**config.mk**
```make
export PLATFORM = sky130hd
export DESIGN_NAME = mem_stage
export DESIGN_NICKNAME = d
export VERILOG_FILES = /design/src/rtl/mem_stage_pkg.sv /design/src/rtl/mem_stage_load_align.sv /design/src/rtl/mem_stage.sv
export SDC_FILE = /design/constraint.sdc
export NUM_CORES = 1
export LEC_CHECK = 0
export BUFFER_PORTS_ARGS = -buffer_cell sky130_fd_sc_hd__buf_4
export CAP_MARGIN = 40
export CORE_MARGIN = 4
export CORE_UTILIZATION = 54
export CTS_CLUSTER_SIZE = 8
export DETAILED_ROUTE_END_ITERATION = 12
export GPL_TIMING_DRIVEN = 0
export MAX_ROUTING_LAYER = met4
export PLACE_DENSITY = 0.95
export SYNTH_ARGS = -nofsm -noshare
export SYNTH_HDL_FRONTEND = slang
export SYNTH_SLANG_ARGS = --single-unit
export TNS_END_PERCENT = 50
```
**constraint.sdc**
```tcl
create_clock -name clk -period 5.1 [get_ports clk]
set_input_delay 0.51 -clock clk [delete_from_list [all_inputs] [get_ports clk]]
set_output_delay 0.51 -clock clk [all_outputs]
set_load 0.02 [all_outputs]
```
**src/rtl/mem_stage_pkg.sv**
```systemverilog
// Shared widths, load-type codes and the EXE->MEM bus layout for the MEM stage.
package mem_stage_pkg;

   localparam int ES_TO_MS_BUS_WD = 77;
   localparam int MS_TO_WS_BUS_WD = 70;
   localparam int MS_FWD_BUS_WD   = 39;

   localparam logic [2:0] LT_W  = 3'd0;
   localparam logic [2:0] LT_B  = 3'd1;
   localparam logic [2:0] LT_BU = 3'd2;
   localparam logic [2:0] LT_H  = 3'd3;
   localparam logic [2:0] LT_HU = 3'd4;

   typedef struct packed {
      logic [2:0]  load_type;
      logic [1:0]  addr_lo;
      logic        mem_req;
      logic        res_from_mem;
      logic        gr_we;
      logic [4:0]  dest;
      logic [31:0] es_res;
      logic [31:0] pc;
   } es_to_ms_t;

endpackage

```
**src/rtl/mem_stage_load_align.sv**
```systemverilog
// Combinational load data extraction: selects byte/halfword lane and extends it.
module load_align
   import mem_stage_pkg::*;
(
   input  logic [2:0]  load_type,
   input  logic [1:0]  addr_lo,
   input  logic [31:0] rdata,
   output logic [31:0] aligned
);

   logic [7:0]  lane [4];
   logic [7:0]  sel_byte;
   logic [15:0] sel_half;

   genvar gi;
   generate
      for (gi = 0; gi < 4; gi++) begin : g_lane
         assign lane[gi] = rdata[8*gi +: 8];
      end
   endgenerate

   assign sel_byte = lane[addr_lo];
   // addr_lo[0] is deliberately ignored for halfword accesses
   assign sel_half = addr_lo[1] ? rdata[31:16] : rdata[15:0];

   always_comb begin
      aligned = rdata;
      case (load_type)
         LT_B:    aligned = {{24{sel_byte[7]}}, sel_byte};
         LT_BU:   aligned = {24'd0, sel_byte};
         LT_H:    aligned = {{16{sel_half[15]}}, sel_half};
         LT_HU:   aligned = {16'd0, sel_half};
         default: aligned = rdata;
      endcase
   end

endmodule

```
**src/rtl/mem_stage.sv**
```systemverilog
// MEM pipeline stage: waits for the data-SRAM response, aligns load data and
// hands the result to WB; also publishes the forward/stall bus for decode.
module mem_stage
   import mem_stage_pkg::*;
(
   input  logic                       clk,
   input  logic                       reset,
   input  logic                       ws_allowin,
   output logic                       ms_allowin,
   input  logic                       es_to_ms_valid,
   input  logic [ES_TO_MS_BUS_WD-1:0] es_to_ms_bus,
   output logic                       ms_to_ws_valid,
   output logic [MS_TO_WS_BUS_WD-1:0] ms_to_ws_bus,
   input  logic                       data_sram_data_ok,
   input  logic [31:0]                data_sram_rdata,
   output logic [MS_FWD_BUS_WD-1:0]   ms_fwd_bus
);

   es_to_ms_t   es_bus_q, es_bus_d;
   logic        ms_valid_q, ms_valid_d;
   logic        rbuf_valid_q, rbuf_valid_d;
   logic [31:0] rbuf_data_q, rbuf_data_d;

   logic        ms_ready_go;
   logic        ms_fire;
   logic        rbuf_capture;
   logic [31:0] cur_rdata;
   logic [31:0] aligned;
   logic [31:0] final_result;

   assign ms_ready_go    = !es_bus_q.mem_req || rbuf_valid_q || data_sram_data_ok;
   assign ms_allowin     = !ms_valid_q || (ms_ready_go && ws_allowin);
   assign ms_to_ws_valid = ms_valid_q && ms_ready_go;
   assign ms_fire        = ms_to_ws_valid && ws_allowin;

   // A response is buffered only when it cannot leave this cycle; stray
   // strobes (no valid memory instruction, or already buffered) are dropped.
   assign rbuf_capture = data_sram_data_ok && ms_valid_q && es_bus_q.mem_req
                         && !rbuf_valid_q && !ms_fire;

   assign cur_rdata = rbuf_valid_q ? rbuf_data_q : data_sram_rdata;

   load_align u_load_align (
      .load_type (es_bus_q.load_type),
      .addr_lo   (es_bus_q.addr_lo),
      .rdata     (cur_rdata),
      .aligned   (aligned)
   );

   assign final_result = es_bus_q.res_from_mem ? aligned : es_bus_q.es_res;

   always_comb begin
      ms_valid_d   = ms_valid_q;
      es_bus_d     = es_bus_q;
      rbuf_valid_d = rbuf_valid_q;
      rbuf_data_d  = rbuf_data_q;
      if (ms_allowin) begin
         ms_valid_d = es_to_ms_valid;
      end
      if (es_to_ms_valid && ms_allowin) begin
         es_bus_d = es_to_ms_t'(es_to_ms_bus);
      end
      if (ms_fire) begin
         rbuf_valid_d = 1'b0;
      end else if (rbuf_capture) begin
         rbuf_valid_d = 1'b1;
         rbuf_data_d  = data_sram_rdata;
      end
   end

   always_ff @(posedge clk) begin
      if (reset) begin
         ms_valid_q   <= 1'b0;
         rbuf_valid_q <= 1'b0;
         es_bus_q     <= '0;
         rbuf_data_q  <= '0;
      end else begin
         ms_valid_q   <= ms_valid_d;
         rbuf_valid_q <= rbuf_valid_d;
         es_bus_q     <= es_bus_d;
         rbuf_data_q  <= rbuf_data_d;
      end
   end

   assign ms_to_ws_bus = {es_bus_q.gr_we, es_bus_q.dest, final_result, es_bus_q.pc};

   assign ms_fwd_bus = {ms_valid_q && es_bus_q.res_from_mem && !ms_ready_go,
                        ms_valid_q && es_bus_q.gr_we,
                        es_bus_q.dest,
                        final_result};

endmodule

```
; ---- Yosys cells after proc, flatten, opt, wreduce, memory -nomap -nowiden
; Index checks and enable logic that the tools add are counted.
[op_classes]
add_sub_neg = 0
mul = 0
n_div = 0
n_lt_le_gt_ge = 1
eq_ne = 4
shift = 0
muxes = 7
bitwise = 2
n_reduce_logical = 21
[ops]
columns = operator, count
row1 = one-hot mux 32 bit (4 select lines), 1
row2 = 2-to-1 mux 32 bit, 2
row3 = binary-select mux 8 bit (select 2 bit), 1
row4 = 2-to-1 mux 16 bit, 1
row5 = 2-to-1 mux 8 bit, 2
row6 = logical AND 1 bit, 11
row7 = == test 3 x 2 -> 1 bit (second input constant), 2
row8 = logical NOT 1 bit, 5
row9 = == test 3 x 1 -> 1 bit (second input constant), 1
row10 = == test 3 bit (second input constant), 1
row11 = >= comparator 3 bit (second input constant), 1
row12 = logical OR 1 bit, 3
row13 = inverter 2 -> 3 bit, 1
row14 = AND reduction 2 bit, 1
row15 = OR reduction 2 bit, 1
row16 = inverter 1 bit, 1
[word_totals]
reg_bits = 111
latchBits = 0
ram_bits = 0
rom_bits = 0
input_bits = 114
output_inout_bits = 111
elab_cells = 46
n_memories = 0

; ---- Logic depth before layout (Yosys ltp)
[logic_depth]
ltp_word = 8
mapped_depth = 8
ltp_nobuf = 5

; ---- Hierarchy
; A second synthesis with hierarchy kept.
[unflattened]
hier_cells = 765
hier_area_um2 = 7210.7
[by_module_without_submodules]
columns = mod, n_inst, cells_per_inst, area_per_inst_um2
row1 = mem_stage, 1, 640, 6286.0
row2 = load_align, 1, 125, 924.6

; ---- Worst setup path before layout
; Ideal clock, no wire load.
[synth_path]
path_type = input to output
from = input port data_sram_rdata[7]
to = output port ms_to_ws_bus[53]
arrival_time_ns = 1.927
required_ns = 4.590
slack_ns = 2.663
stages = 7
n_path_buf = 2
path_cell_list = mux2_2 > a22oi_4 > o2bb2ai_2 > nand3b_4 > buf_6 > a31oi_1 > buf_4
[synth_between]
elab_chain_cells = 6
[synth_rtl]
columns = item, line
row1 = "start, declared", mem_stage.sv:15  ; input logic [31:0] data_sram_rdata,
row2 = 2-to-1 mux 32 bit, mem_stage.sv:41  ; assign cur_rdata = rbuf_valid_q ? rbuf_data_q : data_sram_rdata;
row3 = binary-select mux 8 bit (select 2 bit), mem_stage_load_align.sv:22  ; assign sel_byte = lane[addr_lo];
row4 = 2-to-1 mux 8 bit (implied by the code) (2 in series), mem_stage_load_align.sv:22
row5 = one-hot mux 32 bit (4 select lines), mem_stage_load_align.sv:28  ; case (load_type)
row6 = 2-to-1 mux 32 bit, mem_stage.sv:50  ; assign final_result = es_bus_q.res_from_mem ? aligned : es_bus_q.es_res;
row7 = "end, declared", mem_stage.sv:13  ; output logic [MS_TO_WS_BUS_WD-1:0] ms_to_ws_bus,
; Every way passes these cells. The select of a mux whose other input is x is not followed.

; ---- Worst setup path in the final report
[layout_path]
from = register es_bus_q[73] in the netlist's numbering
to = output port ms_to_ws_bus[37]
[layout_between]
elab_chain_cells = 6
[layout_rtl]
columns = item, line
row1 = "start, declared", mem_stage.sv:19  ; es_to_ms_t es_bus_q, es_bus_d;
row2 = "start signal, assigned", mem_stage.sv:80  ; es_bus_q <= es_bus_d;
row3 = inverter 2 -> 3 bit (implied by the code), mem_stage_load_align.sv:22
row4 = binary-select mux 8 bit (select 2 bit), mem_stage_load_align.sv:22
row5 = 2-to-1 mux 8 bit (implied by the code) (2 in series), mem_stage_load_align.sv:22
row6 = one-hot mux 32 bit (4 select lines) *, mem_stage_load_align.sv:28
row7 = 2-to-1 mux 32 bit *, mem_stage.sv:50
; Mark *: on every way between the ends. The rest lies on a longest branch, timed or not. The select of a mux whose other input is x is not followed.

==> summary.md <==
| Metric | Value |
|---|---|
| Status | `finished, final reports clean` |
| Synthesized area per cell | `7.82 um2` |
| Psw | `705 uW` |
| RR Startpoint | `es_bus_q[71]` |
| Max H-tree Level | `3` |
| CTS tree | `built` |
| Antenna violations before repair | `0` |
| Die Area | `13000 um2` |
| Antenna Nets Post-Route | `0` |
| Critical hold path startpoint | `ws_allowin` |
| Final Hold Violating Endpoints | `0` |
| Leak | `3.66 nW` |
| R2R Setup Slk | `3.23 ns` |
| Arr. time, crit path | `2.61 ns` |
| Share of cells above drive strength 1 | `0.398` |
| Cell internal pwr | `1.56 mW` |
| Post-route setup slack | `1.98 ns` |
| Critical Path RT | `4.59 ns` |
| CTS Buffer Depth | `2` |
| Logic pwr share | `0.282` |
| R2R cell count | `7` |
| Nets | `1124` |
| DIE WIDTH | `114 um` |
| WL final | `19800 um` |
| Crit path launch type | `flop` |
| Hold Path Class | `primary input to flop` |
| Seq pwr share | `0.411` |
| Per-cell routed wire length | `17.1 um` |
| Met2 usage | `0.498` |
| Worst Hold End | `rbuf_valid_q` |
| Die height | `114 um` |
| Gr ovfl total | `0` |
| Hold path cells | `2` |
| Max IR drop VDD | `0.157 mV` |
| Register area share after synthesis | `0.366` |
| Switching Share | `0.312` |
| Via-per-instance ratio | `5.42` |
| RR Endpoint | `ms_to_ws_bus[7]` |
| Setup TNS Final | `0 ns` |
| Final setup vio count | `0` |
| Vias in the first global route | `6034` |
| Worst-Skew Late Latency | `0.35 ns` |
| Reg clk slew, reported paths | `0.08 ns` |
| FMAX | `320 MHz` |
| DP HPWL | `15600 um` |
| Initial DRC count | `673` |
| GRT Util Overall | `0.305` |
| Vias | `6256` |
| Met1 Use GR | `0.380` |
| Clk sinks | `111` |
| Slew HR | `0.528` |
| Hold buffers post-CTS | `0` |
| Core ar. | `10900 um2` |
| Met3 Use GR | `0.0520` |
| Syn Inst Count | `776` |
| Layer with the highest usage | `met2` |
| Most used DFF post-synth | `dfxtp_1` |
| Syn nets | `890` |
| First-pass GRT wire length | `30500 um` |
| Worst Skew | `0.0104 ns` |
| CP Max Fanout | `10` |
| Endpoint class of the critical path | `output pin` |
| Max-cap violations | `0` |
| Measured slew at the worst slew-check pin | `0.708 ns` |
| Io pins | `225` |
| Row cnt | `38` |
| Initial Util | `0.555` |
| Fin. max-slew vios | `0` |
| Final period util | `0.613` |
| Power density over cell area | `275 nW/um2` |
| Area Overhead vs Synth | `35.3%` |
| DP Worst Slack | `2.40 ns` |
| Largest net degree at the start of global routing | `20` |
| Pre-antenna DRT Iters | `5` |
| Root buf cell | `clkbuf_16` |
| Synthesized flop and latch total | `111` |
| Gpl congestion | `0.998` |
| Ant. Diodes | `0` |
| Synth Warn # | `0` |
| Distinct cell type count after synthesis | `42` |
| Total CTS buffers | `9` |
| Critical path class | `flop to output pin` |
| Residual DRC count | `0` |
| RSZ-0062 raised after global routing | `no` |
| WHS | `0.364 ns` |
| Asr flop ratio synth | `0` |
| I/O Buffers | `223` |
| EDFF count, synth | `0` |
| Tmin final | `3.12 ns` |
| Post-cts resize count | `0` |
| Post-CTS setup buffers | `0` |
| Syn Std Cell Area | `6070 um2` |
| Clock share of power | `0.307` |
layer usage:
| layer | up-vias | share of wire |
|---|---|---|
| met5 | - | 0 |
| met4 | 0 | 0.031 |
| met3 | 54 | 0.11 |
| met2 | 395 | 0.47 |
| met1 | 2810 | 0.39 |
| li1 | 2997 | - |
flip-flops by register name (all words and copies together) (netlist names):
register and count:
rbuf_valid_q 1, es_bus_q 39, rbuf_data_q 32, ms_to_ws_bus 33
ms_valid_q 1, ms_fwd_bus 5
power groups by stage:
stage | Clock [mW] | Combinational [mW] | Sequential (mW)
final | 0.695 | 0.637 | 0.929
after global routing | 0.731 | 0.681 | 0.934
after CTS | 0.698 | 0.635 | 0.929
after detailed placement | 0 | 0.632 | 0.949
after global placement | 0 | 0.623 | 0.947
after floorplan | 0 | 0.376 | 0.941
cell usage in the layout (no fill, tap or decap), types with 3 or more instances in the layout:
cell type and n:
buf_4 308, nand2_1 241, a21oi_1 112, dfxtp_1 111, mux2_2 34, nor2_1 31
clkbuf_1 30, buf_2 17, a31oi_1 17, o21ai_0 13, mux4_2 12, inv_1 9
clkbuf_16 9, a211oi_1 7, o22ai_1 6, a32oi_1 6, a31oi_2 5, nand3_1 4
nor2b_1 3, mux2i_1 3
critical path, stage by stage, from the launching register on:
cell and delay, ns:
dfxtp_1 0.48, buf_4 0.29, buf_4 0.23, mux4_2 0.53
o21ai_0 0.13, a31oi_1 0.24, buf_4 0.22, buf_4 0.15
cell families (layout without fill, tap and decap cells):
| logic type | Yosys count | count (layout) | synth area share |
|---|---|---|---|
| buffers and inverters | 143 | 382 | 0.147 |
| XOR/XNOR | 3 | 3 | 0.00433 |
| AND/OR/NAND/NOR | 293 | 293 | 0.195 |
| multiplexers | 49 | 49 | 0.113 |
| AO/OA/AOI/OAI | 177 | 177 | 0.175 |
| flip-flops | 111 | 111 | 0.366 |
through the flow:
step                power [mW]  instance area, um2   util  std cells
finish                    2.26                8210  0.751       1155
global route              2.35                8210  0.751       1155
CTS                       2.26                8210  0.751       1155
detailed placement        1.58                7920  0.724       1139
global placement          1.57                7920  0.724       1139
floorplan                 1.32                6070      -        776
final cells by class:
class / instances / area (um2)
plain buffers: 134 / 858
clock buffers: 11 / 243
clock inverters: 5 / 51.3
fillers: 848 / 2720
inverters: 9 / 33.8
multi-input cells: 522 / 2960
flip-flops and latches: 111 / 2220
well taps: 140 / 175
repair buffers: 223 / 1670
synth_stat cells, types with 3 or more instances:
| master | n | share of area |
|---|---|---|
| nand2_1 | 241 | 0.15 |
| a21oi_1 | 112 | 0.092 |
| dfxtp_1 | 111 | 0.37 |
| buf_4 | 85 | 0.11 |
| mux2_2 | 34 | 0.063 |
| nor2_1 | 31 | 0.019 |
| clkbuf_1 | 29 | 0.018 |
| a31oi_1 | 17 | 0.018 |
| buf_2 | 17 | 0.014 |
| o21ai_0 | 13 | 0.011 |
| mux4_2 | 12 | 0.045 |
| inv_1 | 9 | 0.0056 |
| a211oi_1 | 7 | 0.0087 |
| a32oi_1 | 6 | 0.0087 |
| o22ai_1 | 6 | 0.0062 |
| a31oi_2 | 5 | 0.010 |
| nand3_1 | 4 | 0.0033 |
| mux2i_1 | 3 | 0.0049 |
| nor2b_1 | 3 | 0.0031 |
worst max-delay path by stage:
| stage | from | to | slack [ns] | cells past startpoint |
|---|---|---|---|---|
| after floorplan | data_sram_rdata[7] | ms_to_ws_bus[53] | 2.66 | 7 |
| after global placement | es_bus_q[73] | ms_to_ws_bus[37] | 2.40 | 7 |
| after detailed placement | rbuf_valid_q | ms_to_ws_bus[45] | 2.40 | 9 |
| after CTS | rbuf_valid_q | ms_to_ws_bus[45] | 2.01 | 9 |
| after global routing | rbuf_valid_q | ms_to_ws_bus[45] | 1.85 | 9 |
| final | es_bus_q[73] | ms_to_ws_bus[37] | 1.98 | 7 |
(Power assumes the default switching activity.)
